### src/rtl/fifo_word_serializer.sv
// Drains DATA_WIDTH-bit words from a FIFO read port and emits them as OUT_WIDTH-bit
// beats on a valid/ready stream, with a one-word prefetch buffer to hide read latency.
module fifo_word_serializer #(
  parameter int DATA_WIDTH = 32,
  parameter int OUT_WIDTH  = 8,
  parameter bit LSB_FIRST  = 1'b1
) (
  input  logic                  clk,
  input  logic                  reset,
  input  logic                  fifo_empty,
  output logic                  fifo_rd_en,
  input  logic [DATA_WIDTH-1:0] fifo_rd_data,
  output logic                  out_valid,
  input  logic                  out_ready,
  output logic [OUT_WIDTH-1:0]  out_data,
  output logic                  out_last,
  output logic [15:0]           words_sent,
  output logic                  busy
);

  localparam int NBEATS = DATA_WIDTH / OUT_WIDTH;
  localparam int IDXW   = (NBEATS > 1) ? $clog2(NBEATS) : 1;
  localparam logic [IDXW-1:0] LAST_IDX = IDXW'(NBEATS - 1);

  logic [DATA_WIDTH-1:0] cur_q, cur_d;
  logic [DATA_WIDTH-1:0] nxt_q, nxt_d;
  logic [IDXW-1:0]       idx_q, idx_d;
  logic                  cur_valid_q, cur_valid_d;
  logic                  nxt_valid_q, nxt_valid_d;
  logic                  pend_q, pend_d;
  logic [15:0]           words_q, words_d;

  logic [1:0]            occupancy;
  logic                  beat_fire;
  logic                  last_fire;
  logic [IDXW-1:0]       sel;
  logic [OUT_WIDTH-1:0]  beat;

  always_comb begin
    occupancy  = {1'b0, cur_valid_q} + {1'b0, nxt_valid_q} + {1'b0, pend_q};
    fifo_rd_en = !reset && !fifo_empty && (occupancy < 2'd2);
    beat_fire  = cur_valid_q && out_ready;
    last_fire  = beat_fire && (idx_q == LAST_IDX);
  end

  // Beat mux: the stored word stays intact and the index picks the slice to present.
  always_comb begin
    sel  = LSB_FIRST ? idx_q : (LAST_IDX - idx_q);
    beat = '0;
    for (int k = 0; k < NBEATS; k++) begin
      if (sel == IDXW'(k)) beat = cur_q[k*OUT_WIDTH +: OUT_WIDTH];
    end
    out_valid  = cur_valid_q;
    out_data   = cur_valid_q ? beat : '0;
    out_last   = cur_valid_q && (idx_q == LAST_IDX);
    words_sent = words_q;
    busy       = (occupancy != 2'd0);
  end

  always_comb begin
    cur_d       = cur_q;
    nxt_d       = nxt_q;
    idx_d       = idx_q;
    cur_valid_d = cur_valid_q;
    nxt_valid_d = nxt_valid_q;
    words_d     = words_q;
    pend_d      = fifo_rd_en;

    if (beat_fire) begin
      if (last_fire) begin
        words_d = words_q + 16'd1;
        idx_d   = '0;
        if (nxt_valid_q) begin
          cur_d       = nxt_q;
          cur_valid_d = 1'b1;
          nxt_valid_d = 1'b0;
        end else begin
          cur_valid_d = 1'b0;
        end
      end else begin
        idx_d = idx_q + IDXW'(1);
      end
    end

    // Returning data refills cur only when nothing else is queued ahead of it.
    if (pend_q) begin
      if (!cur_valid_q || (last_fire && !nxt_valid_q)) begin
        cur_d       = fifo_rd_data;
        cur_valid_d = 1'b1;
        idx_d       = '0;
      end else begin
        nxt_d       = fifo_rd_data;
        nxt_valid_d = 1'b1;
      end
    end
  end

  always_ff @(posedge clk) begin
    if (reset) begin
      cur_q       <= '0;
      nxt_q       <= '0;
      idx_q       <= '0;
      cur_valid_q <= 1'b0;
      nxt_valid_q <= 1'b0;
      pend_q      <= 1'b0;
      words_q     <= '0;
    end else begin
      cur_q       <= cur_d;
      nxt_q       <= nxt_d;
      idx_q       <= idx_d;
      cur_valid_q <= cur_valid_d;
      nxt_valid_q <= nxt_valid_d;
      pend_q      <= pend_d;
      words_q     <= words_d;
    end
  end

endmodule
### config.mk
export PLATFORM = sky130hd
export DESIGN_NAME = fifo_word_serializer
export DESIGN_NICKNAME = d
export VERILOG_FILES = /design/src/rtl/fifo_word_serializer.sv
export SDC_FILE = /design/constraint.sdc
export NUM_CORES = 1
export LEC_CHECK = 0
export BUFFER_PORTS_ARGS = -buffer_cell sky130_fd_sc_hd__buf_2
export CAP_MARGIN = 15
export CORE_UTILIZATION = 40
export CTS_CLUSTER_DIAMETER = 50
export DETAILED_ROUTE_END_ITERATION = 16
export MAX_ROUTING_LAYER = met4
export RECOVER_POWER = 25
export SYNTH_ARGS = -nofsm -noshare
export SYNTH_HDL_FRONTEND = slang
export SYNTH_SLANG_ARGS = --single-unit
### constraint.sdc
create_clock -name clk -period 2.2 [get_ports clk]
set_input_delay 0 -clock clk [delete_from_list [all_inputs] [get_ports clk]]
set_output_delay 0 -clock clk [all_outputs]
set_load 0.1 [all_outputs]
==> flow_summary.ini, run 1 <==
[route]
drt_iter0_drc = 109
antenna_left = 0
via_count = 3362
drt-pass1-iter-count = 4
drcViolationCount = 0
wl_um = 9340
wire_per_inst_um = 14.3
avgViaCountPerCell = 5.16

[run]
drv_cap = 0

[pwr]
p_leak_nw = 1.99
power_density_nw_per_um2 = 662
switching_share_pct = 27.5
seqPwrFrac_pct = 52.6
clkPwrFrac_pct = 34.3
power_frac_comb_pct = 13.1
p_int_w = 0.00228
ir_drop_uv = 381
p_switching_w = 0.000867

[synth]
synth_nets = 495
yosysTopAreaCellShare_pct = 44.9
synth_area_leaders = dfxtp_1 (45%), mux2i_1 (9.0%), nand2_1 (8.9%)
synth_area_um2 = 3790
synthCells = 452
ys_warn_count = 0
avgSynthCellArea_um2 = 8.38
synth-seq-area-share_pct = 44.9
ys_types = 30
synth-seq-cells = 85
synth_area_leader_cell = dfxtp_1

[sta]
post-route-period-util_pct = 93.4
tightest_slew_ns = 1.18
finalHoldViolations = 0
period_needed_ns = 2.06
maxSlewHeadroom_pct = 21.9
setup_viol = 0
slew_viol_final = 0
fin_setup_tns_ns = 0
fmax_mhz = 487
rsz0062_at_grt = false
fin_ws_ns = 0.145
clock-skew-final_ns = 0.0117

[layout]
fillers = 884
final_area_um2 = 4760
final_nets = 579
multiInputGateArea_um2 = 1950
instances_no_fill = 652
regArea_um2 = 1710
diodes = 0
final_core_util_pct = 51.8
area_growth_pct = 25.7
drive_gt1_share_pct = 17.7

[clock_network]
cts_buffer_depth = 2
cts_root_buf = clkbuf_8
cts_tree = built
cts_buffers = 9
cts.sinks = 85
cts.clk_slew.worst_paths_ns = 0.08
clkLatencyLatePin_ns = 0.35
h-tree-depth = 3
post_cts_buffers = 0

[die]
dieArea_um2 = 9860
start_util_pct = 41.2
row_count = 35
core_um2 = 9200
die_h_um = 99.3
die_w_um = 99.3
pin_count = 64

[worst_hold_path]
holdCritPathClass = in -> reg
hp-start = out_ready
min_to = nxt_valid_q
hold_depth = 4

[setup_path]
r2r-start = idx_q[1]
end_kind = primary output
required_ns = 2.20
worst-path-max-fanout = 8
crit_type = reg -> out
crit_path_start_kind = flop
timing.rr.end = words_sent[14]
r2r_slack_ns = 0.23
cp_data_arrival_time_ns = 2.06
r2r_cells = 6

[grt]
antenna_found_initial = 0
grt_pass1_wl_um = 15100
grt_pass1_vias = 3158
grt_max_degree = 49
grt_overflow_total = 0
grt.total_usage_pct = 19.9

[placed_design]
place_area_um2 = 4260
place_ws_ns = 0.301
hpwl_um = 6090
port_buffers = 63
place_congestion = 0.804
dp.cells = 603

[run_status]
status = finished clean
[Yosys cell counts]
library cell,number
and3_1,1
nor4_1,3
xor2_1,3
nor3_1,10
dfxtp_1,85
nand4_1,7
or3_1,5
a21oi_1,42
a31o_2,1
nand2_1,90
a211oi_1,32
and2_1,3
buf_2,5
fa_1,1
nor2_1,44
a22o_1,7
buf_1,2
o21ai_2,1
inv_1,8
mux2i_1,34
mux2_2,7
or2_2,1
ha_1,6
clkbuf_1,26
xnor2_1,7
or4_4,1
and3b_1,1
a21o_1,1
nand3_1,3
o21ai_0,15
[how the worst max path moves through the flow]
stage,from,to,slack [ns],cells after the start
4_1_cts,idx_q[0],out_data[5],0.006,5
3_5_place_dp,idx_q[0],words_sent[14],0.30,6
2_1_floorplan,out_valid,fifo_rd_en,-0.04,2
6_report,idx_q[1],out_data[5],0.14,7
5_1_grt,idx_q[1],out_data[0],0.02,5
3_3_place_gp,idx_q[0],words_sent[14],0.35,6
[layout by cell type (no fill, tap or decap), types with 8 or more instances in the layout]
cell type and n:
dfxtp_2 9, a211oi_1 32, nand2_1 90, inv_1 8
dlygate4sd3_1 33, clkbuf_8 9, buf_2 44, mux2i_1 34
clkbuf_1 18, o21ai_0 15, nor2_1 43, nor3_1 8
a21oi_1 41, dfxtp_1 76
[power groups by stage]
stage,registers (W),clock network [W],logic (W)
3_5_place_dp,0.00169,0,0.000366
6_report,0.00166,0.00108,0.000414
4_1_cts,0.00166,0.00112,0.000414
5_1_grt,0.00166,0.00118,0.000449
3_3_place_gp,0.00169,0,0.000361
2_1_floorplan,0.00167,0,0.000260
[layer usage]
metal	track usage [%]	share of wire, %
met4	7.24	0.84
met5	-	0
met3	2.67	2.7
met1	27.2	51
met2	30.0	46
[metrics by stage]
| step | hold slack, ns | power [W] |
|---|---|---|
| after floorplan | 0.0768 | 0.00193 |
| after global placement | 0.190 | 0.00205 |
| after detailed placement | 0.198 | 0.00206 |
| after CTS | 0.0304 | 0.00319 |
| after global routing | 0.0876 | 0.00330 |
| final | 0.0511 | 0.00315 |
[cell type report]
type,count,area share [%]
sequential,85,36.0
clock inverter,7,1.39
inverter,8,0.630
clock buffer,9,2.60
timing repair buffer,106,15.5
tap,111,2.92
multi-input combinational,326,41.0
[logic make-up after synthesis]
group                    share of synthesized area (%)
adder cells (fa/ha/maj)                           2.51
flip-flops                                        44.9
buffers and inverters                             4.23
XOR/XNOR                                          2.31
multiplexers                                      11.1
AO/OA/AOI/OAI                                     16.1
AND/OR/NAND/NOR                                   18.8
[sequential cells by signal (all words and copies together), names as in the netlist]
register     cells
cur_q           32
nxt_q           32
words_sent      16
idx_q            2
nxt_valid_q      1
out_valid        1
pend_q           1
[worst max-delay path, cell delays in order, from the launching register on]
cell and delay [ns]:
dfxtp_1 0.40, inv_1 0.08, ha_1 0.27, nand2_1 0.10, o21ai_0 0.07, mux2_2 0.27, a22o_1 0.24, clkbuf_4 0.28
[what timing repair did]
action,in CTS,in global routing
setup endpoints to repair,0,8
hold endpoints to repair,65,0
hold buffers,33,0
resized for setup,0,5
Note: power is estimated with default switching activity, not from simulation.
==> run 2: changes to the inputs <==
--- a/config.mk
+++ b/config.mk
@@ -7,11 +7,13 @@
 export LEC_CHECK = 0
 export BUFFER_PORTS_ARGS = -buffer_cell sky130_fd_sc_hd__buf_2
 export CAP_MARGIN = 15
-export CORE_UTILIZATION = 40
+export CORE_UTILIZATION = 55
 export CTS_CLUSTER_DIAMETER = 50
 export DETAILED_ROUTE_END_ITERATION = 16
 export MAX_ROUTING_LAYER = met4
+export PLACE_DENSITY = 0.78
 export RECOVER_POWER = 25
+export SKIP_CTS_REPAIR_TIMING = 1
 export SYNTH_ARGS = -nofsm -noshare
 export SYNTH_HDL_FRONTEND = slang
 export SYNTH_SLANG_ARGS = --single-unit
==> run 2 against run 1 <==
- combinational power about the same
- largest cell class unchanged
- critical path depth down 2
- sequential share of layout area up 0.60 points
- core utilization up 20 points
- first-iteration DRC count rose to 3.2 times the previous value
- global-route usage up 6.5 points
- highest routed layer unchanged
- sequential cell count unchanged
- worst hold slack worse by 0.0048 ns
- sequential power about the same
- clock skew down 0.0034 ns
- register-to-register slack better by 0.10 ns
- total power down 5.0%
==> flow_summary.ini, run 2 (synthesis gave the netlist of run 1 again) <==
[run_status]
status = finished clean

[setup_path]
crit_start = idx_q[0]
end_kind = primary output
worst-path-max-fanout = 8
r2r-start = idx_q[1]
cp_data_arrival_time_ns = 2.09
worstPathCellList = ha_1 -> buf_4 -> nor2_1 -> a22o_1 -> buf_2
crit_family = buffers and inverters
required_ns = 2.20
crit_path_start_kind = flop
slowest_stage = buf_2
crit_buf_inv = 2
slowest_delay_ns = 0.42
crit_type = reg -> out

[worst_hold_path]
holdCritPathClass = in -> reg
hp-start = out_ready

[die]
start_util_pct = 58.3
die_w_um = 85.0
pin_count = 64
row_count = 29
core_um2 = 6490
dieArea_um2 = 7220
die_h_um = 85.0

[layout]
diodes = 0
final_common_cell = nand2_1
drive_gt1_share_pct = 17.0
final_nets = 576
area_growth_pct = 23.7
final_core_util_pct = 72.1
layout_common_cells = nand2_1 (90), dfxtp_1 (76), nor2_1 (44)

[pwr]
power_density_nw_per_um2 = 639
p_leak_nw = 1.95
ir_drop_uv = 583

[route]
drcViolationCount = 0
wl_um = 8930
via_count = 3384
avgViaCountPerCell = 5.52
drt-pass1-iter-count = 4
antenna_left = 0
wire_per_inst_um = 14.6
drt_iter0_drc = 352

[clock_network]
cts_buffer_depth = 2
clkLatencyLatePin_ns = 0.35
cts_buffers = 9
h-tree-depth = 3
cts_tree = built
cts_root_buf = clkbuf_8
cts.clk_slew.worst_paths_ns = 0.08
cts.sinks = 85

[sta]
fin_ws_ns = 0.105
setup_viol = 0
period_needed_ns = 2.09
post-route-period-util_pct = 95.2
clock-skew-final_ns = 0.00834
finalHoldViolations = 0
fmax_mhz = 477
slew_viol_final = 0
rsz0062_at_grt = false
maxSlewHeadroom_pct = 21.6
tightest_slew_ns = 1.18

[grt]
grt_overflow_total = 0
grt_pass1_wl_um = 14500
grt_max_degree = 65
grt_pass1_vias = 2975
antenna_found_initial = 0
grt.total_usage_pct = 26.3

[run]
drv_cap = 0

[placed_design]
place_congestion = 0.826
place_ws_ns = 0.314
port_buffers = 63
hpwl_um = 5780
[run 2: changes by cell type in the layout (fill, tap and decap cells not counted)]
cell / before / now
bufinv_16: 1 / 0
clkbuf_1: 18 / 17
buf_12: 3 / 4
buf_4: 6 / 3
clkinv_2: 4 / 3
clkinvlp_4: 1 / 2
buf_2: 44 / 39
clkbuf_4: 2 / 6
clkinv_4: 1 / 0
nor2_1: 43 / 44
clkbuf_2: 0 / 1
nor2_2: 1 / 0
[run 2: power by group]
part	internal, W	switching (W)	total [W]	leakage, nW
registers	0.00160	0.0000513	0.00165	0.696
clock network	0.000391	0.000534	0.000925	0.0767
logic	0.000162	0.000252	0.000414	1.18
[run 2: stage by stage]
step	setup TNS [ns]	power (W)	cell area [µm²]	instances	hold slack, ns
final	0	0.00299	4690	613	0.0463
after CTS	-0.0463	0.00297	4360	580	-0.179
after global routing	0	0.00312	4690	613	0.0667
after global placement	0	0.00204	4200	566	0.190
after floorplan	-0.0439	0.00193	3810	452	0.0768
after detailed placement	0	0.00205	4200	566	0.205
[run 2: final timing paths]
kind                    end  slack [ns]  depth (start not counted)
max             out_data[5]        0.11                          5
min             nxt_valid_q        0.05                          4
max reg2reg  words_sent[14]        0.33                          6
min reg2reg       nxt_q[26]        0.46                          2
[run 2: worst register-to-register path, delay by kind of cell (launching register included)]
kind | cells | cell delay [ns]
AO/OA/AOI/OAI | 2 | 0.29
adder cells (fa/ha/maj) | 1 | 0.21
buffers and inverters | 1 | 0.20
flip-flops | 1 | 0.41
AND/OR/NAND/NOR | 2 | 0.65
[run 2: cell type report]
type	count	area [µm²]
inverter	8	30.0
sequential	85	1710
clock inverter	5	30.0
fill	519	1810
clock buffer	9	124
tap	77	96.3
multi-input combinational	326	1950
timing repair buffer	103	742
[run 2: routing by layer]
| layer | GRT usage (%) | vias to the layer above | part of all wire (%) |
|---|---|---|---|
| li1 | - | 1717 | - |
| met1 | 34.9 | 1576 | 45 |
| met2 | 40.2 | 82 | 49 |
| met3 | 4.96 | 9 | 5.2 |
| met4 | 9.71 | 0 | 1.2 |
| met5 | - | - | 0 |
